$ cat src/rtl/maple_bus_sequencer.sv
// maple_bus_sequencer: runs one Maple Bus command/response exchange. It gates the TX enable,
// holds a turnaround gap, opens the receiver, and applies a timeout to both wait phases.
// Optional feature: define MAPLE_SEQ_AUTOSTART_EN to start a transaction automatically
// whenever a TX packet is queued. The start input is then ignored.
module maple_bus_sequencer #(
   parameter int unsigned C_DATA_COUNT_WIDTH  = 11,
   parameter int unsigned C_TIMER_WIDTH       = 24,
   parameter int unsigned C_TURNAROUND_CYCLES = 16,
   parameter int unsigned C_TIMEOUT_CYCLES    = 100000
) (
   input  logic                          aclk,
   input  logic                          aresetn,
   input  logic                          start,
   input  logic                          abort,
   input  logic [C_DATA_COUNT_WIDTH-1:0] tx_packet_count,
   input  logic [C_DATA_COUNT_WIDTH-1:0] rx_packet_count,
   input  logic                          transmitting,
   input  logic                          receiving,
   output logic                          enable_tx,
   output logic                          enable_rx,
   output logic                          busy,
   output logic                          done,
   output logic [1:0]                    status
);

   localparam logic [C_TIMER_WIDTH-1:0] TimeoutLast = C_TIMER_WIDTH'(C_TIMEOUT_CYCLES - 1);
   localparam logic [C_TIMER_WIDTH-1:0] TurnLast    = C_TIMER_WIDTH'(C_TURNAROUND_CYCLES - 1);
   localparam logic [C_TIMER_WIDTH-1:0] TimerMax    = '1;

   localparam logic [1:0] StatusNone    = 2'b00;
   localparam logic [1:0] StatusOk      = 2'b01;
   localparam logic [1:0] StatusTxTmo   = 2'b10;
   localparam logic [1:0] StatusRxTmo   = 2'b11;

   typedef enum logic [2:0] {
      StIdle,
      StTxWait,
      StTxActive,
      StTurnaround,
      StRxWait,
      StRxActive
   } state_e;

   state_e                        state_q, state_d;
   logic [C_TIMER_WIDTH-1:0]      timer_q, timer_d, timer_inc;
   logic [C_DATA_COUNT_WIDTH-1:0] rx_base_q, rx_base_d;
   logic [1:0]                    status_d;
   logic                          done_d;
   logic                          start_req;
   logic                          rx_pair_move;

`ifdef MAPLE_SEQ_AUTOSTART_EN
   logic unused_start;
   assign unused_start = start;
   // IDLE is always entered for at least one cycle after done, which gives the required gap.
   assign start_req = 1'b1;
`else
   assign start_req = start;
`endif

   // Saturating increment of the shared phase timer.
   always_comb begin
      timer_inc = (timer_q == TimerMax) ? timer_q : timer_q + 1'b1;
   end

   // Next-state, timer, captured RX count and result decode.
   always_comb begin
      state_d   = state_q;
      timer_d   = timer_inc;
      rx_base_d = rx_base_q;
      status_d  = status;
      done_d    = 1'b0;

      unique case (state_q)
         StIdle: begin
            if (!abort && start_req && (tx_packet_count != '0)) begin
               state_d  = StTxWait;
               status_d = StatusNone;
            end
         end
         StTxWait: begin
            if (transmitting) begin
               state_d = StTxActive;
            end else if (timer_q == TimeoutLast) begin
               state_d  = StIdle;
               status_d = StatusTxTmo;
               done_d   = 1'b1;
            end
         end
         StTxActive: begin
            if (!transmitting) state_d = StTurnaround;
         end
         StTurnaround: begin
            if (timer_q == TurnLast) begin
               state_d   = StRxWait;
               rx_base_d = rx_packet_count;
            end
         end
         StRxWait: begin
            if (receiving) begin
               state_d = StRxActive;
            end else if (timer_q >= TimeoutLast) begin
               // >= because time spent in a rejected RX_ACTIVE can carry the timer past the limit.
               state_d  = StIdle;
               status_d = StatusRxTmo;
               done_d   = 1'b1;
            end
         end
         StRxActive: begin
            if (!receiving) begin
               if (rx_packet_count != rx_base_q) begin
                  state_d  = StIdle;
                  status_d = StatusOk;
                  done_d   = 1'b1;
               end else begin
                  state_d = StRxWait;
               end
            end
         end
         default: state_d = StIdle;
      endcase

      // The RX wait/active pair shares one timeout window, so moves within it keep the timer.
      rx_pair_move = ((state_q == StRxWait) && (state_d == StRxActive)) ||
                     ((state_q == StRxActive) && (state_d == StRxWait));
      if ((state_d != state_q) && !rx_pair_move) timer_d = '0;
      if (state_q == StIdle) timer_d = '0;

      if (abort && (state_q != StIdle)) begin
         state_d  = StIdle;
         status_d = StatusNone;
         done_d   = 1'b1;
         timer_d  = '0;
      end
   end

   // State register; all outputs are registered from the next state.
   always_ff @(posedge aclk or negedge aresetn) begin
      if (!aresetn) begin
         state_q   <= StIdle;
         timer_q   <= '0;
         rx_base_q <= '0;
         enable_tx <= 1'b0;
         enable_rx <= 1'b0;
         busy      <= 1'b0;
         done      <= 1'b0;
         status    <= StatusNone;
      end else begin
         state_q   <= state_d;
         timer_q   <= timer_d;
         rx_base_q <= rx_base_d;
         enable_tx <= (state_d == StTxWait) || (state_d == StTxActive);
         enable_rx <= (state_d == StRxWait) || (state_d == StRxActive);
         busy      <= (state_d != StIdle);
         done      <= done_d;
         status    <= status_d;
      end
   end

endmodule
$ cat config.mk
export PLATFORM = sky130hd
export DESIGN_NAME = maple_bus_sequencer
export DESIGN_NICKNAME = d
export VERILOG_FILES = /design/src/rtl/maple_bus_sequencer.sv
export SDC_FILE = /design/constraint.sdc
export NUM_CORES = 1
export LEC_CHECK = 0
export BUFFER_PORTS_ARGS = -buffer_cell sky130_fd_sc_hd__buf_2
export CAP_MARGIN = 20
export CORE_MARGIN = 4
export CORE_UTILIZATION = 40
export CTS_CLUSTER_DIAMETER = 40
export DETAILED_ROUTE_END_ITERATION = 7
export PLACE_DENSITY = 0.57
export SYNTH_ARGS = -nofsm -noshare
export SYNTH_HDL_FRONTEND = slang
export SYNTH_SLANG_ARGS = --single-unit
$ cat constraint.sdc
create_clock -name aclk -period 4.35 [get_ports aclk]
set_input_delay 0.2175 -clock aclk [delete_from_list [all_inputs] [get_ports aclk]]
set_output_delay 0.2175 -clock aclk [all_outputs]
set_load 0.01 [all_outputs]
* Yosys cells after proc, flatten, opt, wreduce, memory -nomap -nowiden *
Cells that the tools add are included.

word-level totals
  register bits after elaboration = 44
  RAM bits = 0
  memories = 0
  input port bits = 28
  output and inout bits = 6
  latch bits = 0
  ROM bits = 0
  logic and storage cells = 84

cells by class
  reduce and logical (&&, ||, !) cells = 18
  magnitude comparators = 1
  shifts and indexed selects = 0
  eq/ne operators = 24
  mux-type cells = 32
  bitwise operators = 0
  multipliers = 0
  divide/modulo/power cells = 0
  add/sub/neg operators = 1

operators with widths
  kind                     number
  $mux W24                 4
  $mux W3                  10
  $add A24 B1 Y24 const B  1
  $eq A24 B17 Y1 const B   1
  $eq A24 B24 Y1 const B   1
  $eq A24 B4 Y1 const B    1
  $ge A24 B17 Y1 const B   1
  $eq A3 B3 Y1 const B     6
  $pmux W3 S6              1
  $mux W2                  8
  $ne A3 B2 Y1 const B     5
  $ne A11 B11 Y1           1
  $reduce_bool A11 Y1      1
  $eq A3 B2 Y1 const B     3
  $pmux W2 S4              1
  $reduce_and A8 Y1        1
  $mux W1                  7
  $eq A3 B1 Y1 const B     2
  $logic_and A1 B1 Y1      6
  $ne A3 B3 Y1 const B     2
  $reduce_bool A3 Y1       2
  $reduce_bool A5 Y1       1
  $ne A4 B1 Y1 const B     1
  $logic_not A3 Y1         1
  other kinds (5)          8

* Longest topological paths before layout *
  depth after elaboration = 13
  depth in mapped cells = 8
  gate-level depth less buffers = 7

* Worst setup path before layout *
Ideal clock, no wire load.

  path type = register -> register
  start = reg timer_q[10]
  end = reg rx_base_q[0]
  arrival = 2.175 ns
  buffers on the path = 1
  required time = 4.225 ns
  stages on the path, launching flop included = 6
  library setup time = 0.125 ns
  setup slack = 2.050 ns
  clock period less this slack = 2.300 ns
  path through = dfrtp_1 -> or4_1 -> or4_4 -> nor4_4 -> buf_6 -> mux2_2

between the ends
  longest elaborated chain between the ends = 2

ends and longest elaborated chain
  what                         RTL line  source
  from (decl)                  45        logic [C_TIMER_WIDTH-1:0] timer_q, timer_d, timer_inc;
  from (signal assigned)       150       timer_q <= timer_d;
  $eq A24 B4 Y1                94        if (timer_q == TurnLast) begin
  $reduce_and A2 Y1 (no line)  -
  to (signal assigned)         151       rx_base_q <= rx_base_d;
  to (decl)                    46        logic [C_DATA_COUNT_WIDTH-1:0] rx_base_q, rx_base_d;

Every way passes these cells.
A chain may end at the register's enable or synchronous reset.

* Worst setup path after layout *
  start = reg timer_q[10]
  end = reg rx_base_q[1]

Same word-level chain as after synthesis.

==> metrics.json <==
{
  "cts_tree": "built",
  "timing.critical_path.fanout_max": 13,
  "synth-warning-count": 0,
  "peakVddDrop_mv": 0.175,
  "crit_start": "timer_q[10]",
  "finish.net_count": 325,
  "clkTransAtPathRegs_ns": 0.09,
  "total_nets_after_synthesis": 291,
  "wl_met3_um": 360,
  "finalHoldViolations": 0,
  "clock_tree.htree_level_count": 2,
  "place.detailed.instances": 362,
  "required_ns": 4.54,
  "ys_ff_latch": 44,
  "routed_wire_length_per_instance_um": 16.3,
  "top_layer": "met4",
  "clock_sink_count": 44,
  "synthDominantAreaCellType": "sky130_fd_sc_hd__dfrtp_1",
  "hpwl_mm": 4.30,
  "number_of_buffers_created_by_cts": 5,
  "antenna_cells": 0,
  "grt_util_all_layers_pct": 16.6,
  "setup_violations_final": 0,
  "via_count": 2098,
  "drv.max_cap_violation_count": 0,
  "sort_of_element_at_the_start_of_the_critical_path": "register",
  "yosys_most_used_dff": "sky130_fd_sc_hd__dfrtp_1",
  "io_buffer_count": 33,
  "m1WireLength_mm": 2.79,
  "synth.top_cells.by_area": "sky130_fd_sc_hd__dfrtp_1, sky130_fd_sc_hd__xor2_1, sky130_fd_sc_hd__nor2_1",
  "initial_utilization_pct": 42.0,
  "timing.max_slew.rel_slack_pct": 31.3,
  "worst_r2r_path_depth": 4,
  "end_kind": "register",
  "antenna_found_initial": 0,
  "unrepaired_setup_endpoints_after_global_routing": "false",
  "tightest_slew_ns": 1.02,
  "syn_area_um2": 2550,
  "detail_route.wirelength_mm": 6.07,
  "hold_depth": 2,
  "postSynthAreaPerCell_um2": 9.72,
  "ioPinCount": 34,
  "post_cts_resized": 0,
  "asyncSetResetFlopFracSynth_pct": 100,
  "final.setup_skew_ns": 0.0176,
  "std_cell_rows": 28,
  "p_per_area_nw_per_um2": 362,
  "die_w_um": 87.8,
  "fmaxAchievable_ghz": 0.371,
  "hold_path.class": "input port to register",
  "min_period_ns": 2.69,
  "drc": 0,
  "antenna_violating_nets_post_route": 0,
  "r2r-start": "timer_q[10]",
  "synth_enable_flop_cells": 0,
  "cellLeakagePower_uw": 0.00126,
  "drive_gt1_share_pct": 21.9,
  "final.period_utilization_pct": 61.9,
  "synth_seq_area_share_pct": 43.2,
  "drtIter0Drc": 155,
  "grt_remaining_overflow": 0,
  "core-area_um2": 6060,
  "setup.reg_to_reg.worst_slack_ns": 1.66,
  "slew_violations": 0,
  "arrival_ns": 2.89,
  "clockRootBuffer": "sky130_fd_sc_hd__clkbuf_8",
  "instances_no_fill": 372,
  "met2_wirelength_mm": 2.84,
  "setup.worst_path.end": "rx_base_q[1]",
  "avgViaCountPerCell": 5.64,
  "worstSkewPairLatency_ns": 0.30,
  "grt_first_pass_wirelength_mm": 9.96,
  "vias_in_the_first_global_route": 2033,
  "gp_congestion": 0.833,
  "setup.worst_path.class": "register to register",
  "max-clock-path-buffers": 2,
  "area_delta_synth_final_pct": 14.3,
  "r2r_path_end": "rx_base_q[1]",
  "synth.distinct_cells": 54,
  "fin_setup_tns_ns": 0,
  "postSynthCellCount": 262,
  "run_status": "completed",
  "post-synth-top-area-fraction_pct": 43.2,
  "drt-pass1-iter-count": 4,
  "dieArea_um2": 7710,
  "fp.dieH_um": 87.8,
  "largest_net_degree_at_the_start_of_global_routing": 45
}
area by class of cell:
cell class | count | area, um2
Fill cell | 593 | 3150
Clock inverter | 2 | 38.8
Clock buffer | 6 | 82.6
Tap cell | 75 | 93.8
Timing Repair Buffer | 35 | 195
Sequential cell | 44 | 1100
Inverter | 5 | 18.8
Multi-Input combinational cell | 205 | 1380
worst min-delay path by stage:
stage	from	endpoint	slack, ns
finish	rx_packet_count[7]	rx_base_q[7]	0.17
global route	rx_packet_count[7]	rx_base_q[7]	0.16
CTS	aresetn	status[1]	0.12
detailed placement	aresetn	timer_q[13]	0.47
global placement	aresetn	timer_q[13]	0.44
floorplan	aresetn	busy	-0.08
power by group:
part	internal, uW	switching [uW]
logic	90.4	167
registers	434	27.4
clock network	188	148
total	712	342
cell families (layout without fill, tap and decap cells):
family | after synthesis | after routing | synth area share (%)
AND/OR/NAND/NOR | 124 | 124 | 27.0
flip-flops | 44 | 44 | 43.2
AO/OA/AOI/OAI | 38 | 38 | 11.1
XOR/XNOR | 28 | 28 | 9.63
multiplexers | 14 | 14 | 6.04
buffers and inverters | 13 | 48 | 2.50
adder cells (fa/ha/maj) | 1 | 1 | 0.491
flip-flops by register name, summed over array words and instances (netlist names):
name       flops
busy           1
done           1
enable_rx      1
enable_tx      1
rx_base_q     11
state_q        3
status         2
timer_q       24
metal layers:
metal,vias to the layer above,track usage (%)
li1,1023,-
met1,1008,22.9
met3,8,3.20
met4,0,4.18
met2,59,26.8
met5,-,0
cells in the mapped netlist (all sizes together), types with 2 or more instances:
cell and count:
a211o 2, a21o 3, a21oi 8, a31oi 5, a41oi 2, and2 2, and3 3, and3b 2
and4 3, buf 3, clkbuf 5, dfrtp 44, inv 5, mux2 11, mux2i 3, nand2 15
nand2b 4, nand3 12, nand3b 2, nand4 6, nand4b 2, nor2 33, nor2b 2, nor3 15
nor4 10, o211ai 2, o21ai 5, o31ai 3, or3 5, or4 3, xnor2 12, xor2 16
worst max-delay path, stage by stage (launching register included):
cell	delay [ns]
sky130_fd_sc_hd__dfrtp_1	0.43
sky130_fd_sc_hd__or4_1	0.53
sky130_fd_sc_hd__or4_4	0.48
sky130_fd_sc_hd__nor4_4	0.72
sky130_fd_sc_hd__mux2_2	0.41
placed cells by master (no fill, tap or decap), drive strengths merged, types with 3 or more instances in the layout:
master and count:
xor2 16, mux2i 3, xnor2 12, nor3 15, o31ai 3, a21oi 8, nand2b 4, nand2 15
buf 34, nand3 12, a31oi 5, dfrtp 44, or4 3, a21o 3, and3 3, nand4 6
and4 3, clkbuf 6, o21ai 5, or3 5, inv 5, mux2 11, nor4 10, nor2 33
what timing repair did:
action	in CTS	in global routing
hold buffers	0	1
hold endpoints to repair	0	16
buffers inserted	0	0
stage by stage:
| step | worst slack [ns] | util, % | hold slack, ns | power, uW | instance area (um2) |
|---|---|---|---|---|---|
| final | 1.66 | 48.1 | 0.165 | 1050 | 2910 |
| after global routing | 1.40 | 48.1 | 0.160 | 1110 | 2910 |
| after CTS | 1.64 | 47.6 | 0.122 | 1060 | 2880 |
| after detailed placement | 1.66 | 45.6 | 0.467 | 726 | 2760 |
| after global placement | 1.66 | 45.6 | 0.440 | 721 | 2760 |
| after floorplan | 2.05 | - | -0.0781 | 639 | 2550 |
Power figures use the tool's default switching activity.
